### src/rtl/arb3_pkg.sv
// Shared definitions for the 3-way round-robin packet arbiter.
package arb3_pkg;

    localparam int NREQ = 3;

    typedef enum logic {
        IDLE = 1'b0,
        BUSY = 1'b1
    } state_e;

    // First requester after 'last' in circular order; returns 'last' when none request.
    function automatic logic [1:0] rr_pick(input logic [1:0] last, input logic [NREQ-1:0] valid);
        int idx;
        rr_pick = last;
        for (int k = NREQ; k >= 1; k--) begin
            idx = (int'(last) + k) % NREQ;
            if (valid[idx]) rr_pick = 2'(idx);
        end
    endfunction

endpackage

### src/rtl/arb3_rr_mux3.sv
// Three-input data mux; select values outside 0..2 yield zero.
module arb3_rr_mux3 #(
    parameter int WIREWIDTH = 1
) (
    input  logic [1:0]         sel,
    input  logic [WIREWIDTH:0] d0,
    input  logic [WIREWIDTH:0] d1,
    input  logic [WIREWIDTH:0] d2,
    output logic [WIREWIDTH:0] y
);

    always_comb begin
        case (sel)
            2'd0:    y = d0;
            2'd1:    y = d1;
            2'd2:    y = d2;
            default: y = '0;
        endcase
    end

endmodule

### src/rtl/arb3_rr.sv
// Round-robin packet arbiter for three requesters with a registered output beat.
//
// state | meaning
// IDLE  | no grant held; arbitrate among req_valid starting after last winner
// BUSY  | grant held by requester s until its last beat transfers
module arb3_rr
    import arb3_pkg::*;
#(
    parameter int WIREWIDTH = 1
) (
    input  logic                 clk,
    input  logic                 rst_n,
    input  logic [NREQ-1:0]      req_valid,
    input  logic [NREQ-1:0]      req_last,
    input  logic [WIREWIDTH:0]   d0,
    input  logic [WIREWIDTH:0]   d1,
    input  logic [WIREWIDTH:0]   d2,
    output logic [NREQ-1:0]      req_ready,
    output logic                 out_valid,
    output logic                 out_last,
    output logic [WIREWIDTH:0]   o,
    input  logic                 out_ready,
    output logic [1:0]           s,
    output logic                 busy
);

    state_e               state_q, state_d;
    logic [1:0]           s_q, s_d;
    logic [1:0]           last_q, last_d;
    logic                 out_valid_q, out_valid_d;
    logic                 out_last_q, out_last_d;
    logic [WIREWIDTH:0]   o_q, o_d;
    logic [WIREWIDTH:0]   mux_y;
    logic                 grant_ready;
    logic                 xfer;
    logic                 xfer_last;

    arb3_rr_mux3 #(
        .WIREWIDTH (WIREWIDTH)
    ) u_mux (
        .sel (s_q),
        .d0  (d0),
        .d1  (d1),
        .d2  (d2),
        .y   (mux_y)
    );

    always_ff @(posedge clk or negedge rst_n) begin
        if (!rst_n) begin
            state_q     <= IDLE;
            s_q         <= 2'd0;
            last_q      <= 2'd2;
            out_valid_q <= 1'b0;
            out_last_q  <= 1'b0;
            o_q         <= '0;
        end else begin
            state_q     <= state_d;
            s_q         <= s_d;
            last_q      <= last_d;
            out_valid_q <= out_valid_d;
            out_last_q  <= out_last_d;
            o_q         <= o_d;
        end
    end

    // The output register can take a new beat when empty or being drained this cycle.
    assign grant_ready = !out_valid_q || out_ready;

    always_comb begin
        req_ready = '0;
        busy      = 1'b0;
        if (state_q == BUSY) begin
            busy = 1'b1;
            for (int i = 0; i < NREQ; i++) begin
                if (s_q == 2'(i)) req_ready[i] = grant_ready;
            end
        end
    end

    // Only the granted bit of req_ready can be set, so these reductions select requester s.
    assign xfer      = |(req_valid & req_ready);
    assign xfer_last = |(req_valid & req_ready & req_last);

    always_comb begin
        state_d     = state_q;
        s_d         = s_q;
        last_d      = last_q;
        out_valid_d = out_valid_q;
        out_last_d  = out_last_q;
        o_d         = o_q;

        if (out_valid_q && out_ready) out_valid_d = 1'b0;

        case (state_q)
            IDLE: begin
                if (|req_valid) begin
                    s_d     = rr_pick(last_q, req_valid);
                    state_d = BUSY;
                end
            end
            BUSY: begin
                if (xfer) begin
                    o_d         = mux_y;
                    out_last_d  = xfer_last;
                    out_valid_d = 1'b1;
                    if (xfer_last) begin
                        last_d  = s_q;
                        state_d = IDLE;
                    end
                end
            end
            default: state_d = IDLE;
        endcase
    end

    assign out_valid = out_valid_q;
    assign out_last  = out_last_q;
    assign o         = o_q;
    assign s         = s_q;

endmodule

### config.mk
export PLATFORM = sky130hd
export DESIGN_NAME = arb3_rr
export DESIGN_NICKNAME = d
export VERILOG_FILES = /design/src/rtl/arb3_pkg.sv /design/src/rtl/arb3_rr_mux3.sv /design/src/rtl/arb3_rr.sv
export SDC_FILE = /design/constraint.sdc
export NUM_CORES = 1
export LEC_CHECK = 0
export BUFFER_PORTS_ARGS = -buffer_cell sky130_fd_sc_hd__clkbuf_2
export CAP_MARGIN = 30
export CORE_ASPECT_RATIO = 0.9
export CORE_MARGIN = 5
export CORE_UTILIZATION = 30
export DETAILED_ROUTE_END_ITERATION = 16
export PLACE_DENSITY = 0.63
export SLEW_MARGIN = 30
export SYNTH_ARGS = -nofsm -noshare
export SYNTH_HDL_FRONTEND = slang
export SYNTH_SLANG_ARGS = --single-unit
### constraint.sdc
create_clock -name clk -period 2.65 [get_ports clk]
set_clock_uncertainty 0.05 [all_clocks]
set_input_delay 0 -clock clk [delete_from_list [all_inputs] [get_ports clk]]
set_output_delay 0 -clock clk [all_outputs]
set_load 0.02 [all_outputs]
==> flow_metrics.py <==
metrics = {
    "route": {
        "wl_met1_um": 776,
        "wirelength_um": 1850,
        "drtAntennaViolNets": 0,
        "wl_met3_um": 163,
        "via_per_inst": 5.19,
        "drc": 0,
        "drt_iter0_drc": 17,
        "met2WireLength_um": 883,
        "top_layer_used": "met4",
        "wire_per_inst_um": 13.4,
        "num_vias": 716,
        "firstDrtPassIters": 4,
    },
    "floorplan": {
        "rows": 16,
        "dieArea_um2": 3470,
        "die_w_um": 61.5,
        "ios": 25,
        "start_util": 0.323,
        "design.core.area_um2": 2220,
        "die_h_um": 56.4,
    },
    "timing": {
        "hold_viol_final": 0,
        "tightest_slew_ps": 340,
        "slew_viol_final": 0,
        "fin_crit_ps": 1790,
        "grt_setup_unrepaired": "no",
        "setup_violations": 0,
        "fmaxAchievable_mhz": 560,
        "fin_tns_setup_ps": 0,
        "slew_headroom": 0.772,
        "finalCritPeriodShare": 0.674,
    },
    "placed_design": {
        "routabilityCongestion": 0.898,
        "placedCellCount": 132,
        "portBuffers": 24,
        "dp_hpwl_um": 1460,
    },
    "synthesis": {
        "synth_nets": 102,
        "synth_top_area_share": 0.279,
        "synthCells": 84,
        "syn_area_um2": 717,
        "yosys_warnings": 0,
        "synth_top_area_cell": "dfrtp_1",
        "synth_seq_cells": 9,
        "synth.avg_cell_area_um2": 8.53,
        "ys_seq_area_frac": 0.316,
        "synth_area_leaders": "dfrtp_1, nand3_1, ha_1",
        "synth_cell_types": 34,
    },
    "worst_setup_path": {
        "startpoint_type": "register",
        "reg2regPathDepth": 6,
        "arrival_ps": 1910,
        "worstSetupPathType": "register to register",
        "critical_path.max_fanout": 6,
        "endpoint_kind": "register",
        "worstPathRequired_ps": 2770,
    },
    "global_routing": {
        "grt_pass1_wl_um": 2990,
        "grt_max_degree": 11,
        "antenna_found_initial": 0,
        "gr-total-overflow": 0,
        "grt_pass1_vias": 681,
        "grtUsageTotal": 0.113,
    },
    "clock_tree": {
        "numCtsBuffers": 3,
        "ctsResizeCount": 0,
        "htree_levels": 1,
        "tritoncts": "done",
        "clk_path_buf_depth": 2,
        "holdBufCountCts": 2,
        "cts_setup_buffers": 0,
        "cts_sinks": 9,
        "cts.clk_slew.worst_paths_ps": 70,
        "cts-root-buf": "clkbuf_4",
        "clkLatencyLatePin_ps": 270,
    },
    "worst_hold_path": {
        "hold_class": "primary input to register",
        "hold_depth": 3,
    },
    "final_layout": {
        "syn2layout_area_growth_pct": 24.8,
        "drive_gt1_frac": 0.297,
        "final_cell_count_no_fill": 138,
        "fill_cells": 216,
        "num_antenna_cells": 0,
        "final_nets": 130,
    },
    "status": {
        "outcome": "finished, final reports clean",
    },
    "pwr": {
        "cellLeakagePower_nw": 0.446,
        "power_density_nw_per_um2": 1130,
        "ir_drop_v": 0.000519,
        "total_power_mw": 1.01,
    },
    "job": {
        "drv_cap": 0,
    },
}
critical path, stage by stage, from the launching register on:
cell,delay (ps)
dfstp_2,580
inv_1,80
ha_1,240
nand2_1,140
a211oi_1,90
o211a_1,240
o41ai_2,270
logic make-up (layout without fill, tap and decap cells):
kind of cell	after synthesis	after routing	share of synthesized area
AO/OA/AOI/OAI	20	20	0.187
adder cells (fa/ha/maj)	3	3	0.0524
buffers and inverters	6	33	0.0471
flip-flops	9	9	0.316
multiplexers	5	5	0.0733
AND/OR/NAND/NOR	41	41	0.325
synthesized netlist by cell type:
cell type  instances
mux2i_1            3
nor3_2             1
nand2b_1           4
mux2_2             2
o21a_1             2
clkbuf_1           1
a21o_1             1
and2b_1            2
or2b_1             1
o211ai_1           1
o21ai_1            1
nor3b_1            1
and3b_1            1
ha_1               3
nand4_1            3
nand2_1            9
a31o_1             1
nor2_1             2
and2_2             1
buf_4              1
buf_6              1
nor2b_1            4
a211oi_1           1
inv_1              3
a21oi_1            3
or4_1              1
o21ai_0            7
dfrtp_1            8
nand3_1            8
a31oi_1            1
dfstp_2            1
o41ai_2            1
o211a_1            1
and3_1             3
area by class of cell:
| type | count | area [um2] | area share |
|---|---|---|---|
| Clock buffer | 4 | 26.3 | 0.0294 |
| Inverter | 3 | 11.3 | 0.0126 |
| Multi-Input combinational cell | 69 | 457 | 0.510 |
| Sequential cell | 9 | 226 | 0.253 |
| Tap cell | 27 | 33.8 | 0.0378 |
| Timing Repair Buffer | 26 | 140 | 0.157 |
final timing paths:
| kind | to | slack (ps) | from |
|---|---|---|---|
| worst min-delay path | last_q[0]$_DFFE_PN0P_ | 10 | req_last[1] |
| max in group asynchronous | last_q[1]$_DFFE_PN1P_ | 2230 | rst_n |
| worst min register to register | out_last$_DFFE_PN0P_ | 430 | out_last$_DFFE_PN0P_ |
| worst max-delay path | s[1]$_DFFE_PN0P_ | 860 | last_q[1]$_DFFE_PN1P_ |
| worst max register to register | s[1]$_DFFE_PN0P_ | 860 | last_q[1]$_DFFE_PN1P_ |
| min in group asynchronous | o[0]$_DFFE_PN0P_ | 70 | rst_n |
report_power, final:
group          switching [mW]  internal [mW]  total (mW)  leakage [nW]
Combinational           0.351          0.266       0.617         0.325
Clock                  0.0545         0.0583       0.113        0.0150
Sequential             0.0763          0.207       0.283         0.105
Total                   0.482          0.531        1.01         0.446
sequential cells by signal, summed over array words and instances (netlist names):
name,flops
s,2
state_q,1
out_valid,1
last_q,2
o,2
out_last,1
placed cells by master, fill, tap and decap left out, types with 3 or more instances in the layout:
cell      instances
and3_1            3
dfrtp_1           8
a21oi_1           3
ha_1              3
o21ai_0           7
inv_1             3
nand3_1           8
nand2_1           9
nand4_1           3
nand2b_1          4
nor2b_1           4
mux2i_1           3
clkbuf_2         24
clkbuf_4          3
metrics by stage:
stage	setup slack (ps)	cell area, um2	utilization	hold WS, ps
2_1_floorplan	1010	717	-	-346
3_3_place_gp	939	848	0.382	-176
3_5_place_dp	891	848	0.382	-172
4_1_cts	865	895	0.403	12.1
5_1_grt	759	895	0.403	13.5
6_report	864	895	0.403	11.8
routing by layer:
| layer | vias up | GRT usage |
|---|---|---|
| met5 | - | 0 |
| met4 | 0 | 0.0455 |
| met2 | 28 | 0.176 |
| li1 | 362 | - |
| met3 | 3 | 0.0298 |
| met1 | 323 | 0.145 |
Power figures use the tool's default switching activity.
